===== config.mk =====
export PLATFORM = sky130hd
export DESIGN_NAME = hwpf_nl_issue
export DESIGN_NICKNAME = d
export VERILOG_FILES = /design/src/rtl/hwpf_nl_issue.sv
export SDC_FILE = /design/constraint.sdc
export NUM_CORES = 1
export LEC_CHECK = 0
export BUFFER_PORTS_ARGS = -buffer_cell sky130_fd_sc_hd__buf_2
export CORE_MARGIN = 2
export CORE_UTILIZATION = 60
export DETAILED_ROUTE_END_ITERATION = 10
export GPL_TIMING_DRIVEN = 0
export PLACE_DENSITY = 0.85
export SKIP_CTS_REPAIR_TIMING = 1
export SLEW_MARGIN = 0
export SYNTH_ARGS = -nofsm -noshare
export SYNTH_HDL_FRONTEND = slang
export SYNTH_SLANG_ARGS = --single-unit
export TNS_END_PERCENT = 50

===== constraint.sdc =====
create_clock -name clk_i -period 4.6 [get_ports clk_i]
set_input_delay 0.23 -clock clk_i [delete_from_list [all_inputs] [get_ports clk_i]]
set_output_delay 0.23 -clock clk_i [all_outputs]
set_load 0.02 [all_outputs]

===== src/rtl/hwpf_nl_issue.sv =====
// Next-line prefetch issue stage: pops one buffered request, derives its next cache line,
// drops page-crossing or recently issued lines, and issues survivors under a TID budget.
module hwpf_nl_issue #(
    parameter int LINE_BYTES      = 64,
    parameter int PAGE_BYTES      = 4096,
    parameter int ADDR_W          = 40,
    parameter int MAX_OUTSTANDING = 4,
    parameter int FILTER_DEPTH    = 4,
    localparam int LOFF  = $clog2(LINE_BYTES),
    localparam int POFF  = $clog2(PAGE_BYTES),
    localparam int TID_W = $clog2(MAX_OUTSTANDING)
) (
    input  logic              clk_i,
    input  logic              rst_i,
    input  logic              flush_i,
    input  logic              enable_i,
    input  logic              fifo_valid_i,
    input  logic [ADDR_W-1:0] fifo_addr_i,
    output logic              fifo_read_o,
    output logic              dcache_req_valid_o,
    input  logic              dcache_req_ready_i,
    output logic [ADDR_W-1:0] dcache_req_addr_o,
    output logic [TID_W-1:0]  dcache_req_tid_o,
    input  logic              dcache_rsp_valid_i,
    input  logic [TID_W-1:0]  dcache_rsp_tid_i,
    output logic              busy_o,
    output logic [15:0]       issued_cnt_o,
    output logic [15:0]       dropped_cnt_o
);
    localparam int LINE_W = ADDR_W - LOFF;
    localparam int PG_LSB = POFF - LOFF;
    localparam int PTR_W  = (FILTER_DEPTH > 1) ? $clog2(FILTER_DEPTH) : 1;
    localparam logic [PTR_W-1:0] PTR_LAST = PTR_W'(FILTER_DEPTH - 1);

    typedef enum logic [1:0] {IDLE, CHECK, ISSUE} state_e;

    state_e                     state_q, state_d;
    logic [LINE_W-1:0]          cand_line_p0;
    logic [LINE_W-1:0]          req_line_p1;
    logic [LINE_W-1:0]          filt_line [FILTER_DEPTH];
    logic [FILTER_DEPTH-1:0]    filt_vld;
    logic [PTR_W-1:0]           filt_ptr;
    logic [MAX_OUTSTANDING-1:0] tid_map, tid_map_d;
    logic [TID_W-1:0]           alloc_tid;
    logic [LINE_W-1:0]          nl_line;
    logic                       free_tid, page_cross, filt_hit, drop, load_req, req_hs;
    logic                       unused_lsb;

    function automatic logic [15:0] sat_inc(input logic [15:0] v);
        return (v == 16'hFFFF) ? v : v + 16'd1;
    endfunction

    // Offset bits of the request address never matter: everything works on line numbers.
    assign unused_lsb = ^fifo_addr_i[LOFF-1:0];

    assign free_tid           = ~&tid_map;
    assign fifo_read_o        = ~rst_i & (state_q == IDLE) & enable_i & fifo_valid_i
                                & free_tid & ~flush_i;
    assign dcache_req_valid_o = (state_q == ISSUE) & ~flush_i;
    assign req_hs             = dcache_req_valid_o & dcache_req_ready_i;
    assign dcache_req_addr_o  = {req_line_p1, {LOFF{1'b0}}};
    assign busy_o             = (state_q != IDLE) | (|tid_map);

    assign nl_line    = cand_line_p0 + LINE_W'(1);
    // A wrap to line 0 also changes the page number, so it is dropped here too.
    assign page_cross = nl_line[LINE_W-1:PG_LSB] != cand_line_p0[LINE_W-1:PG_LSB];

    always_comb begin
        alloc_tid = '0;
        for (int i = MAX_OUTSTANDING - 1; i >= 0; i--)
            if (!tid_map[i]) alloc_tid = TID_W'(i);
    end

    always_comb begin
        filt_hit = 1'b0;
        for (int i = 0; i < FILTER_DEPTH; i++)
            if (filt_vld[i] && (filt_line[i] == nl_line)) filt_hit = 1'b1;
    end

    // Same-cycle free and allocate: the freed TID can never be the one being issued.
    always_comb begin
        tid_map_d = tid_map;
        if (dcache_rsp_valid_i) tid_map_d[dcache_rsp_tid_i] = 1'b0;
        if (req_hs)             tid_map_d[dcache_req_tid_o] = 1'b1;
    end

    always_comb begin
        state_d  = state_q;
        drop     = 1'b0;
        load_req = 1'b0;
        unique case (state_q)
            IDLE: if (fifo_read_o) state_d = CHECK;
            CHECK: begin
                if (flush_i) begin
                    state_d = IDLE;
                end else if (page_cross || filt_hit) begin
                    drop    = 1'b1;
                    state_d = IDLE;
                end else begin
                    load_req = 1'b1;
                    state_d  = ISSUE;
                end
            end
            ISSUE: if (flush_i || req_hs) state_d = IDLE;
            default: state_d = IDLE;
        endcase
    end

    // Stage p0 -> p1: candidate line captured on pop, request line loaded from CHECK
    always_ff @(posedge clk_i or posedge rst_i) begin
        if (rst_i) begin
            state_q          <= IDLE;
            tid_map          <= '0;
            filt_vld         <= '0;
            filt_ptr         <= '0;
            issued_cnt_o     <= '0;
            dropped_cnt_o    <= '0;
            req_line_p1      <= '0;
            dcache_req_tid_o <= '0;
        end else begin
            state_q <= state_d;
            tid_map <= tid_map_d;
            if (flush_i) begin
                filt_vld <= '0;
                filt_ptr <= '0;
            end else if (req_hs) begin
                filt_vld[filt_ptr] <= 1'b1;
                filt_ptr           <= (filt_ptr == PTR_LAST) ? '0 : filt_ptr + PTR_W'(1);
            end
            if (req_hs) issued_cnt_o  <= sat_inc(issued_cnt_o);
            if (drop)   dropped_cnt_o <= sat_inc(dropped_cnt_o);
            if (load_req) begin
                req_line_p1      <= nl_line;
                dcache_req_tid_o <= alloc_tid;
            end
        end
    end

    always_ff @(posedge clk_i) begin
        if (fifo_read_o) cand_line_p0 <= fifo_addr_i[ADDR_W-1:LOFF];
        if (req_hs)      filt_line[filt_ptr] <= req_line_p1;
    end

endmodule

==> results.json <==
{
  "gr-usage-met1": 0.474,
  "final_core_util": 0.738,
  "syn_inst": 1024,
  "critical_path_class": "reg2reg",
  "cp-end-kind": "register",
  "synthDistinctLibCells": 74,
  "num_rows": 52,
  "p_switching_mw": 1.28,
  "arrival_ns": 4.91,
  "grt_max_degree": 60,
  "synth_edf_count": 170,
  "setup_viol": 0,
  "max_freq_ghz": 0.223,
  "synth-seq-cells": 250,
  "first_pass_iters": 5,
  "hpwl_um": 25200,
  "path_max_fanout": 10,
  "die_w_um": 148,
  "initial_core_util": 0.614,
  "worstPathCellList": "ha_1, clkbuf_4, nand4_1, or3_4, xnor2_2, xnor2_1, o21ai_0, a311oi_1, nand4_1, or4_1, o311a_4, nand2_2, buf_8, mux2_2",
  "slew_headroom": 0.384,
  "cap_violations": 0,
  "hold_viol": 1,
  "antenna_found_initial": 0,
  "cts_buffers": 26,
  "syn2layout_area_growth_pct": 20.2,
  "hold_path.class": "in2reg",
  "synthArstFlopShare": 0.320,
  "synth.area.top_cells": "edfxtp_1 (41%), dfrtp_1 (16%), xnor2_1 (7.5%), xor2_1 (5.7%), mux2_2 (1.8%)",
  "wl_per_cell_um": 24.1,
  "viasPerCell": 6.24,
  "synth_ff_type": "edfxtp_1",
  "die_y_um": 148,
  "nNetsFinal": 1269,
  "ir_drop_mv": 0.507,
  "hold_ws_ns": -0.0347,
  "gr-usage-met2": 0.507,
  "synth_common_cells": "edfxtp_1 (170), xnor2_1 (107), xor2_1 (82), dfrtp_1 (80), nand2_1 (58)",
  "syn_avg_cell_area_um2": 12.2,
  "synth_top_area_frac": 0.408,
  "grtUsageTotal": 0.325,
  "swShare": 0.243,
  "p_comb_frac": 0.080,
  "grt_pass1_vias": 8975,
  "p_int_mw": 3.98,
  "finClkSkew_ns": 0.0108,
  "layout_min_cycle_time_ns": 4.49,
  "postLayoutCellArea_um2": 15000,
  "grt_remaining_overflow": 0,
  "place_congestion": 0.966,
  "cts_sinks": 250,
  "nFillCells": 1307,
  "ys_warn_count": 0,
  "cp_slowest_stage_delay_ns": 0.64,
  "slowest_stage": "or4_1",
  "cts_tree": "yes",
  "period_share": 0.976,
  "die-area_um2": 22000,
  "drive_gt1_frac": 0.217,
  "status": "complete, but fails checks",
  "leakagePower_nw": 5.76,
  "synth_most_common_cell": "edfxtp_1",
  "core-area_um2": 20400,
  "clockBufferDepth": 3,
  "route.detailed.drc": 0,
  "violations": "hold timing",
  "yosys.area.top_type": "edfxtp_1",
  "tightest_slew_ns": 0.917,
  "ant_nets": 0,
  "drt_iter0_markers": 1001,
  "clk_transition_reported_paths_ns": 0.06,
  "power_density_nw_per_um2": 350,
  "vias": 9372,
  "grt_first_pass_wirelength_um": 53700,
  "placed_cell_area_um2": 13600,
  "n_antenna_cell": 0,
  "cp.required_ns": 5.02,
  "clk_latency_ns": 0.54,
  "busiest_layer": "met2",
  "tns_ns": 0,
  "synth_seq_area_share": 0.569,
  "io_pins": 126,
  "timing.critical_path.mode_cell": "nand4_1",
  "met3_usage": 0.0558,
  "htreeDepth": 1,
  "pwr-share-seq": 0.514,
  "cts_root_buf": "clkbuf_16",
  "cp-start-kind": "register",
  "port_buffers": 112,
  "finalWirelength_um": 36300,
  "power_frac_clock": 0.407,
  "slew_violations": 0,
  "synth_area_um2": 12500
}
==> stage by stage <==
| stage | hold WS, ns | instances | total power, mW | setup WS, ns |
|---|---|---|---|---|
| after floorplan | 0.329 | 1029 | 2.93 | 0.669 |
| after global placement | 0.406 | 1411 | 3.10 | -0.311 |
| after detailed placement | 0.257 | 1417 | 3.12 | -0.369 |
| after CTS | -0.302 | 1465 | 5.24 | -0.403 |
| after global routing | 0.0101 | 1503 | 5.41 | -0.0255 |
| final | -0.0347 | 1503 | 5.26 | 0.108 |
==> kinds of logic (layout without fill, tap and decap cells) <==
| group | after synthesis | count (layout) | share of synthesized area |
|---|---|---|---|
| flip-flops | 250 | 250 | 0.569 |
| adder cells (fa/ha/maj) | 8 | 8 | 0.00781 |
| buffers and inverters | 77 | 281 | 0.0274 |
| multiplexers | 23 | 23 | 0.0204 |
| AND/OR/NAND/NOR | 306 | 306 | 0.143 |
| other | 1 | 6 | 0.000300 |
| AO/OA/AOI/OAI | 160 | 160 | 0.0824 |
| XOR/XNOR | 199 | 199 | 0.150 |
==> flip-flops by register name (all words and copies together), names as in the netlist <==
signal / cells
req_line_p1: 34
tid_map: 4
state_q: 2
cand_line_p0: 34
dcache_req_tid_o: 2
filt_vld: 4
filt_line: 136
filt_ptr: 2
issued_cnt_o: 16
dropped_cnt_o: 16
==> worst max-delay path: cells and delay by family (launching register included) <==
family,cells,cell delay (ns)
AND/OR/NAND/NOR,5,1.70
XOR/XNOR,2,0.46
AO/OA/AOI/OAI,3,0.81
multiplexers,1,0.36
buffers and inverters,2,0.41
adder cells (fa/ha/maj),1,0.18
flip-flops,1,0.44
==> worst paths after layout <==
check / start / endpoint / slack [ns] / cells after the start
max: cand_line_p0[1] / req_line_p1[11] / 0.11 / 14
min: dcache_req_ready_i / state_q[1] / -0.03 / 2
max reg2reg: cand_line_p0[1] / req_line_p1[11] / 0.11 / 14
min reg2reg: issued_cnt_o[6] / issued_cnt_o[6] / 0.49 / 1
max in group asynchronous: rst_i / req_line_p1[15] / 3.73 / 4
min in group asynchronous: rst_i / tid_map[2] / 0.25 / 3
==> layer usage <==
metal | vias to the layer above | share of wire
met3 | 89 | 0.10
met5 | - | 0
met1 | 4581 | 0.40
met4 | 0 | 0.033
met2 | 535 | 0.46
li1 | 4167 | -
==> final cells by class <==
type	instances	area, µm²	share of cell area
clock buffer	36	751	0.0500
clock inverter	12	123	0.00816
sequential	250	7110	0.473
tap	270	338	0.0225
inverter	18	70.1	0.00466
buffer	52	278	0.0185
multi-input combinational	702	5230	0.348
timing repair buffer	163	1130	0.0753
==> cells in the final DEF, fill, tap and decap left out, types with 7 or more instances in the layout <==
cell,Yosys,final
a21oi_1,31,28
a31oi_1,22,22
and3_1,17,13
and4_1,11,10
buf_2,17,127
buf_4,6,15
clkbuf_1,29,25
clkbuf_16,0,28
dfrtp_1,80,80
dlygate4sd3_1,0,36
edfxtp_1,170,170
ha_1,7,7
inv_1,18,17
mux2_2,20,20
nand2_1,58,56
nand3_1,36,35
nand4_1,34,34
nor2_1,46,45
nor3_1,19,18
nor3b_1,8,8
nor4_1,16,14
o2111ai_1,8,8
o21ai_0,43,43
o31ai_1,7,7
or4_1,8,8
xnor2_1,107,104
xor2_1,82,80
==> power groups by stage <==
stage	clock network (mW)	logic (mW)	registers (mW)
floorplan	0	0.147	2.78
global placement	0	0.372	2.73
detailed placement	0	0.387	2.74
CTS	2.15	0.392	2.69
global route	2.24	0.451	2.71
finish	2.14	0.419	2.70
Note: power is estimated with default switching activity, not from simulation.
